`config.mk`:
```
export PLATFORM = sky130hd
export DESIGN_NAME = load_store_unit
export DESIGN_NICKNAME = d
export VERILOG_FILES = /design/src/rtl/rv_mem_pkg.sv /design/src/rtl/lsu_align.sv /design/src/rtl/load_store_unit.sv
export SDC_FILE = /design/constraint.sdc
export NUM_CORES = 1
export LEC_CHECK = 0
export ABC_AREA = 1
export BUFFER_PORTS_ARGS = -buffer_cell sky130_fd_sc_hd__buf_2
export CELL_PAD_IN_SITES_DETAIL_PLACEMENT = 2
export CELL_PAD_IN_SITES_GLOBAL_PLACEMENT = 2
export CORE_MARGIN = 5
export CORE_UTILIZATION = 29
export CTS_CLUSTER_SIZE = 16
export DETAILED_ROUTE_END_ITERATION = 8
export GPL_ROUTABILITY_DRIVEN = 1
export PLACE_DENSITY = 0.79
export SKIP_LAST_GASP = 1
export SYNTH_ARGS = -nofsm -noshare
export SYNTH_HDL_FRONTEND = slang
export SYNTH_SLANG_ARGS = --single-unit
```
`constraint.sdc`:
```
create_clock -name clk -period 4.5 [get_ports clk]
set_clock_uncertainty 0.2 [all_clocks]
set_input_delay 0.225 -clock clk [delete_from_list [all_inputs] [get_ports clk]]
set_output_delay 0.225 -clock clk [all_outputs]
set_load 0.01 [all_outputs]
```
`src/rtl/rv_mem_pkg.sv`:
```
// Shared RV32I load/store definitions: funct3 codes, LSU state encoding and size decode.
package rv_mem_pkg;

   localparam logic [2:0] F3_B  = 3'd0;
   localparam logic [2:0] F3_H  = 3'd1;
   localparam logic [2:0] F3_W  = 3'd2;
   localparam logic [2:0] F3_BU = 3'd4;
   localparam logic [2:0] F3_HU = 3'd5;

   typedef enum logic [1:0] {IDLE, ACC0, ACC1, RESP} lsu_state_t;

   // Access size in bytes from funct3[1:0]; the reserved size code is rejected elsewhere.
   function automatic logic [2:0] access_bytes(input logic [1:0] sizeCode);
      case (sizeCode)
         2'd0:    return 3'd1;
         2'd1:    return 3'd2;
         default: return 3'd4;
      endcase
   endfunction

endpackage

```
`src/rtl/lsu_align.sv`:
```
// Lane alignment for the LSU: byte enables over two words, store-data shift,
// and load-data merge with sign/zero extension.
module lsu_align
   import rv_mem_pkg::*;
(
   input  logic [2:0]  funct3,
   input  logic [1:0]  off,
   input  logic [31:0] wdata,
   input  logic [31:0] lo,
   input  logic [31:0] hi,
   output logic [7:0]  be8,
   output logic [63:0] wd64,
   output logic [31:0] rdataExt,
   output logic        crosses
);

   logic [2:0]  nBytes;
   logic [3:0]  laneMask;
   logic [31:0] rdLow;
   logic        signExt;

   always_comb begin
      nBytes   = access_bytes(funct3[1:0]);
      laneMask = 4'((5'd1 << nBytes) - 5'd1);
      be8      = {4'b0000, laneMask} << off;
      crosses  = |be8[7:4];
      wd64     = {32'b0, wdata} << {off, 3'b000};
      rdLow    = 32'({hi, lo} >> {off, 3'b000});
      signExt  = !funct3[2];
      // Word loads pass straight through, so funct3[2] has no effect on them.
      case (nBytes)
         3'd1:    rdataExt = {{24{signExt & rdLow[7]}}, rdLow[7:0]};
         3'd2:    rdataExt = {{16{signExt & rdLow[15]}}, rdLow[15:0]};
         default: rdataExt = rdLow;
      endcase
   end

endmodule

```
`src/rtl/load_store_unit.sv`:
```
// Load/store unit between execute and a word-wide data memory; word-crossing
// accesses are either split into two memory cycles or faulted.
module load_store_unit
   import rv_mem_pkg::*;
#(
   parameter int ADDR_W         = 12,
   parameter bit MISALIGN_SPLIT = 1'b1
)(
   input  logic              clk,
   input  logic              rst,
   input  logic              req_valid,
   output logic              req_ready,
   input  logic              req_we,
   input  logic [2:0]        req_funct3,
   input  logic [ADDR_W-1:0] req_addr,
   input  logic [31:0]       req_wdata,
   input  logic [4:0]        req_rd,
   output logic [ADDR_W-3:0] mem_addr,
   output logic [3:0]        mem_be,
   output logic              mem_we,
   output logic              mem_re,
   output logic [31:0]       mem_wdata,
   input  logic [31:0]       mem_rdata,
   output logic              resp_valid,
   input  logic              resp_ready,
   output logic [31:0]       resp_data,
   output logic [4:0]        resp_rd,
   output logic              resp_fault
);

   localparam int WA = ADDR_W - 2;

   lsu_state_t        state, nextState;
   logic              weQ;
   logic [2:0]        funct3Q;
   logic [ADDR_W-1:0] addrQ;
   logic [31:0]       wdataQ, loQ, respDataQ;
   logic [4:0]        rdQ, respRdQ;
   logic              respFaultQ;

   logic [2:0]  alignFunct3;
   logic [1:0]  alignOff;
   logic [31:0] alignLo, rdataExt;
   logic [7:0]  be8;
   logic [63:0] wd64;
   logic        crosses, accept, illegal, fault;

   // In IDLE the aligner looks at the incoming request so the fault decision is made at accept.
   assign alignFunct3 = (state == IDLE) ? req_funct3 : funct3Q;
   assign alignOff    = (state == IDLE) ? req_addr[1:0] : addrQ[1:0];
   assign alignLo     = (state == ACC0) ? mem_rdata : loQ;

   lsu_align u_align (
      .funct3   (alignFunct3),
      .off      (alignOff),
      .wdata    (wdataQ),
      .lo       (alignLo),
      .hi       (mem_rdata),
      .be8      (be8),
      .wd64     (wd64),
      .rdataExt (rdataExt),
      .crosses  (crosses)
   );

   assign accept  = req_valid && req_ready;
   assign illegal = req_we ? (req_funct3 > F3_W)
                           : ((req_funct3 == 3'd3) || (req_funct3[2:1] == 2'b11));
   assign fault   = illegal || (crosses && !MISALIGN_SPLIT);

   always_ff @(posedge clk or posedge rst) begin
      if (rst) state <= IDLE;
      else     state <= nextState;
   end

   always_comb begin
      nextState = state;
      case (state)
         IDLE:    if (accept) nextState = fault ? RESP : ACC0;
         ACC0:    nextState = crosses ? ACC1 : RESP;
         ACC1:    nextState = RESP;
         RESP:    if (resp_ready) nextState = IDLE;
         default: nextState = IDLE;
      endcase
   end

   // The memory port is driven only during ACC0/ACC1, so it sees nothing between accesses.
   always_comb begin
      req_ready  = (state == IDLE);
      resp_valid = (state == RESP);
      mem_addr   = '0;
      mem_be     = '0;
      mem_we     = 1'b0;
      mem_re     = 1'b0;
      mem_wdata  = '0;
      case (state)
         ACC0: begin
            mem_addr  = addrQ[ADDR_W-1:2];
            mem_be    = be8[3:0];
            mem_we    = weQ;
            mem_re    = !weQ;
            mem_wdata = wd64[31:0];
         end
         ACC1: begin
            mem_addr  = addrQ[ADDR_W-1:2] + WA'(1);
            mem_be    = be8[7:4];
            mem_we    = weQ;
            mem_re    = !weQ;
            mem_wdata = wd64[63:32];
         end
         default: ;
      endcase
   end

   always_ff @(posedge clk or posedge rst) begin
      if (rst) begin
         weQ        <= 1'b0;
         funct3Q    <= '0;
         addrQ      <= '0;
         wdataQ     <= '0;
         rdQ        <= '0;
         loQ        <= '0;
         respDataQ  <= '0;
         respRdQ    <= '0;
         respFaultQ <= 1'b0;
      end else begin
         case (state)
            IDLE: if (accept) begin
               weQ        <= req_we;
               funct3Q    <= req_funct3;
               addrQ      <= req_addr;
               wdataQ     <= req_wdata;
               rdQ        <= req_rd;
               respFaultQ <= fault;
               respDataQ  <= '0;
               respRdQ    <= '0;
            end
            ACC0: begin
               loQ <= mem_rdata;
               if (!crosses) begin
                  respDataQ <= weQ ? '0 : rdataExt;
                  respRdQ   <= weQ ? '0 : rdQ;
               end
            end
            ACC1: begin
               respDataQ <= weQ ? '0 : rdataExt;
               respRdQ   <= weQ ? '0 : rdQ;
            end
            default: ;
         endcase
      end
   end

   assign resp_data  = respDataQ;
   assign resp_rd    = respRdQ;
   assign resp_fault = respFaultQ;

endmodule

```
## After elaboration in Yosys (flattened, before gate mapping)

Cells that the tools add are included.

| operators by class | value |
|---|---|
| $add $sub $neg | 2 |
| multipliers | 0 |
| div/mod/pow operators | 0 |
| $lt $le $gt $ge | 1 |
| equality and inequality tests | 11 |
| shift operators | 4 |
| muxes and demuxes | 24 |
| bitwise logic cells | 2 |
| reductions and logical operators | 12 |

Operators by type and width:

| cell | number |
|---|---|
| $mux 32 | 4 |
| $pmux 32 s2 | 2 |
| $pmux 32 s3 | 1 |
| $shl 32x5->64 | 1 |
| $shr 64x5->32 | 1 |
| $pmux 10 s2 | 1 |
| $mux 5 | 3 |
| $pmux 5 s3 | 1 |
| $add 10x1->10 const B | 1 |
| $mux 2 | 4 |
| $pmux 2 s4 | 1 |
| $pmux 4 s2 | 1 |
| $shl 4x2->8 | 1 |
| $eq 2x2->1 const B | 3 |
| $eq 3x2->1 const B | 2 |
| $pmux 3 s2 | 1 |
| $eq 2x1->1 const B | 2 |
| $logic_not 2->1 | 2 |
| $mux 1 | 4 |
| $ne 2x1->1 const B | 2 |
| $reduce_and 2->1 | 2 |
| $reduce_or 4->1 | 1 |
| $shl 1x3->4 const A | 1 |
| $sub 4x1->4 const B | 1 |
| 11 further kinds | 13 |

| storage, ports and cells | value |
|---|---|
| register bits after elaboration | 125 |
| bits in latches | 0 |
| memory bits (writable) | 0 |
| bits in read-only memories | 0 |
| input bits | 89 |
| output and inout port bits | 88 |
| word-level logic and storage cells | 66 |
| memories | 0 |

## Logic depth before layout (Yosys ltp)

| logic depth | value |
|---|---|
| depth in word-level cells | 10 |
| mapped depth | 14 |
| gate-level depth less buffers | 12 |

## Hierarchy

Synthesis repeated with hierarchy kept, for this count alone.

| unflattened totals | value |
|---|---|
| cells, all modules | 1086 |
| area total of the unflattened synthesis | 7828.8 um^2 |

Modules (own cells, without submodules):

| module | instances | cells each | area an instance (um^2) | sequential area each (um^2) |
|---|---|---|---|---|
| load_store_unit | 1 | 657 | 5786.8 | 3128.0 |
| lsu_align | 1 | 429 | 2042.0 | 0.0 |

## Least setup slack after synthesis

No wires, ideal clock.

| timing | value |
|---|---|
| kind | reg2out |
| start point | reg state[0] |
| end point | out mem_wdata[16] |
| arrival | 1.838 ns |
| required time | 4.075 ns |
| setup slack | 2.237 ns |
| stages on the path, launching flop included | 11 |
| path buffers | 3 |
| cells stage by stage | dfrtp_1 inv_1 ha_1 buf_4 nand2_1 nand2_2 buf_4 buf_4 o21ai_0 o22ai_1 a21oi_1 |

| on the way | value |
|---|---|
| cells in the longest elaborated chain, start to end | 4 |
| elaborated cells on any way between the ends | 6 |
| those cells by class | eq/ne: 2; shift: 1; mux: 2; reduce/logical: 1 |

RTL lines:

| element | RTL line | source |
|---|---|---|
| from (decl) | load_store_unit.sv:33 | `lsu_state_t state, nextState;` |
| from (signal assigned) | load_store_unit.sv:72 | `else state <= nextState;` |
| $logic_not 2->1 | -- |  |
| net req_ready | load_store_unit.sv:12 | `output logic req_ready,` |
| $mux 2 | load_store_unit.sv:50 | `assign alignOff = (state == IDLE) ? req_addr[1:0] : addrQ[1:0];` |
| $shl 32x5->64 | lsu_align.sv:27 | `wd64 = {32'b0, wdata} << {off, 3'b000};` |
| $pmux 32 s2 | load_store_unit.sv:95 | `case (state)` |
| to (decl) | load_store_unit.sv:22 | `output logic [31:0] mem_wdata,` |

The timed path passes the listed nets, and every way through them passes these cells.

## Worst setup path after layout

| timing | value |
|---|---|
| start point | reg state[0] |
| end point | out mem_wdata[10] |

| on the way | value |
|---|---|
| cells in the longest elaborated chain, start to end | 4 |
| elaborated cells on any way between the ends | 6 |
| those cells by class | eq/ne: 2; shift: 1; mux: 2; reduce/logical: 1 |

RTL lines:

| element | RTL line |
|---|---|
| $logic_not 2->1 | load_store_unit.sv:50 |
| $mux 2 | load_store_unit.sv:50 |
| $shl 32x5->64 | lsu_align.sv:27 |
| $pmux 32 s2 (*) | load_store_unit.sv:95 |

Every way passes the cells marked *; elsewhere a longest branch is shown, timed or not.

==> results.ini <==
[floorplanning]
dieArea_sq_um = 29220
core_area_sq_um = 25760
fp.dieH_um = 170.9
rows = 59
ioPinCount = 177
dieWidth_um = 170.9
start_util_pct = 29.16

[synthesis]
yosysTopAreaCellShare_pct = 41.64
avgSynthCellArea_sq_um = 6.905
synth_edf_count = 0
synth_ff_type = dfrtp_1
synth_common_cells = nand2_1 (389), nor2_1 (134), dfrtp_1 (125), inv_1 (105), o21ai_0 (86)
yosysTopAreaCell = dfrtp_1
synthesis.area_sq_um = 7512
async_flop_share_pct = 100.0
ys_warn_count = 0
yosysUniqueCellTypes = 29
yosysMostFrequentCell = nand2_1
syn_inst = 1088
synth_area_leaders = dfrtp_1 (42%), nand2_1 (19%), nor2_1 (6.7%)
synth_seq_cells = 125
syn_nets = 1182
ys_seq_area_share_pct = 41.64

[global_routing]
grt_antenna_before_repair = 1
grt_max_degree = 93
grt_pass1_vias = 9120
grt_overflow = 0
grtUsageTotal_pct = 21.83
grt_pass1_wl_um = 49980

[placement]
placed_area_sq_um = 8516
dp_hpwl_um = 21270
dp_cells = 1547
portBuffers = 176
gp_congestion = 0.8315

[min_path]
hold_class = in -> reg

[drt]
drt_pass1_iterations = 4
wl_um = 31510
ant_nets = 0
drc = 0
via_per_inst = 4.848
via_count = 8053
wl_per_cell_um = 18.97
drt-initial-drc-count = 346

[critical_path]
startpoint_type = flip-flop
path_class = reg -> out
critPathArrivalTime_ps = 3350
worstPathMaxFanout = 28
endpoint_kind = primary output
required_ps = 4070

[cells_and_area]
areaGrowthSynthToFinish_pct = 31.75
nets = 1407
fin_util_pct = 38.41
multiInputGateArea_sq_um = 3611
regArea_sq_um = 3128
postLayoutCellArea_sq_um = 9897
drive_gt1_share_pct = 19.40
fillerInstances = 3073
final_cells = 1661

[timing]
setup_viol_count_final = 0
fin_crit_sh_pct = 83.89
rsz0062_at_grt = no
finalHoldViolCount = 0
fin_setup_tns_ps = 0
period_needed_ps = 3775
fmax_mhz = 264.9
worst_pin_slew_ps = 1030
slew_viol_final = 0
slew_headroom_pct = 31.34

[clock_tree]
cts_tree = done
clock_sinks = 125
clockBufferDepth = 2
htreeDepth = 4
cts_buffers = 17
ctsRootBufferMaster = clkbuf_16
clk_pin_slew_worst_paths_ps = 60
clkLatencyLatePin_ps = 430

[power]
p_leak_uw = 0.005389
powerDensity_nw_per_um2 = 830.8
ir_drop_mv = 0.4088

[status]
status = completed

[run]
maxCapViolCount = 0

-- worst paths after layout --
check / start / end / slack (ps) / cells after the start
worst min register to register: resp_data[14] / resp_data[14] / 280 / 2
worst max register to register: state[0] / resp_data[2] / 960 / 12
worst max-delay path: state[0] / mem_wdata[10] / 720 / 8
worst min-delay path: mem_rdata[11] / loQ[11] / 70 / 3
min in group asynchronous: rst / loQ[30] / 320 / 3
max in group asynchronous: rst / wdataQ[9] / 2660 / 4
-- worst max-delay path, stage by stage, from the launching register on --
cell and delay [ps]:
dfrtp_1 410, inv_1 100, ha_1 400, o21ai_4 680
inv_2 320, nor2_4 460, nand2_1 150, a21oi_1 220
buf_2 170
-- registers in the layout, summed over array words and instances (netlist names) --
register,cells
loQ,32
wdataQ,32
resp_data,32
resp_rd,5
funct3Q,3
resp_fault,1
state,2
weQ,1
rdQ,5
addrQ,12
-- kinds of logic (layout without fill, tap and decap cells) --
| group | count (synthesis) | in the layout | synth area share, % |
|---|---|---|---|
| AND/OR/NAND/NOR | 592 | 592 | 31.95 |
| AO/OA/AOI/OAI | 178 | 178 | 12.24 |
| buffers and inverters | 169 | 406 | 10.53 |
| flip-flops | 125 | 125 | 41.64 |
| multiplexers | 18 | 18 | 2.698 |
| adder cells (fa/ha/maj) | 5 | 5 | 0.8328 |
| XOR/XNOR | 1 | 1 | 0.1166 |
| other | 0 | 1 | 0 |
-- cell type report --
type	instances	area share, %
antenna	1	0.02528
clock buffer	17	4.298
tap	335	4.235
inverter	109	4.210
multi-input combinational	794	36.49
clock inverter	14	1.340
timing repair buffer	266	17.80
sequential	125	31.61
-- through the flow --
stage               setup slack [ps]  total power [uW]  hold WS [ps]
floorplan                      747.4              5286         175.5
global route                   388.5              8973         63.24
global placement                1087              6643         245.2
CTS                            724.3              8303         41.35
detailed placement             948.9              6830         263.1
finish                         724.8              8222         69.57
-- routing by layer --
layer	vias to the layer above	share of wire, %	GRT usage (%)
li1	3851	-	-
met1	4002	43	26.61
met2	166	51	39.67
met3	34	3.9	3.974
met4	0	2.1	5.718
met5	-	0	0
-- layout by cell type (no fill, tap or decap), types with 2 or more instances in the layout --
master and instances:
a21oi_1 65, buf_2 176, buf_4 8, clkbuf_16 17
clkinv_2 2, clkinv_4 2, clkinvlp_4 3, dfrtp_1 125
dlygate4sd3_1 82, ha_1 4, inv_1 104, inv_2 3
inv_6 7, mux2_2 18, nand2_1 388, nand2_2 5
nand2_4 4, nand3_1 53, nand3_2 2, nand3_4 3
nor2_1 134, o21a_1 4, o21ai_0 86, o21ai_1 11
o22ai_1 10
-- power breakdown --
group	leakage, uW	total (uW)	switching [uW]	internal [uW]
Clock	0.000267	1340	573	766
Combinational	0.00360	5060	3600	1460
Sequential	0.00152	1830	235	1590
Total	0.00539	8220	4410	3820
-- what timing repair did --
item / 4_1_cts / 5_1_grt
gates resized for setup: 0 / 0
hold buffers: 82 / 0
endpoints found under the hold margin: 173 / 0
buffers inserted: 0 / 0
(Power assumes the default switching activity.)
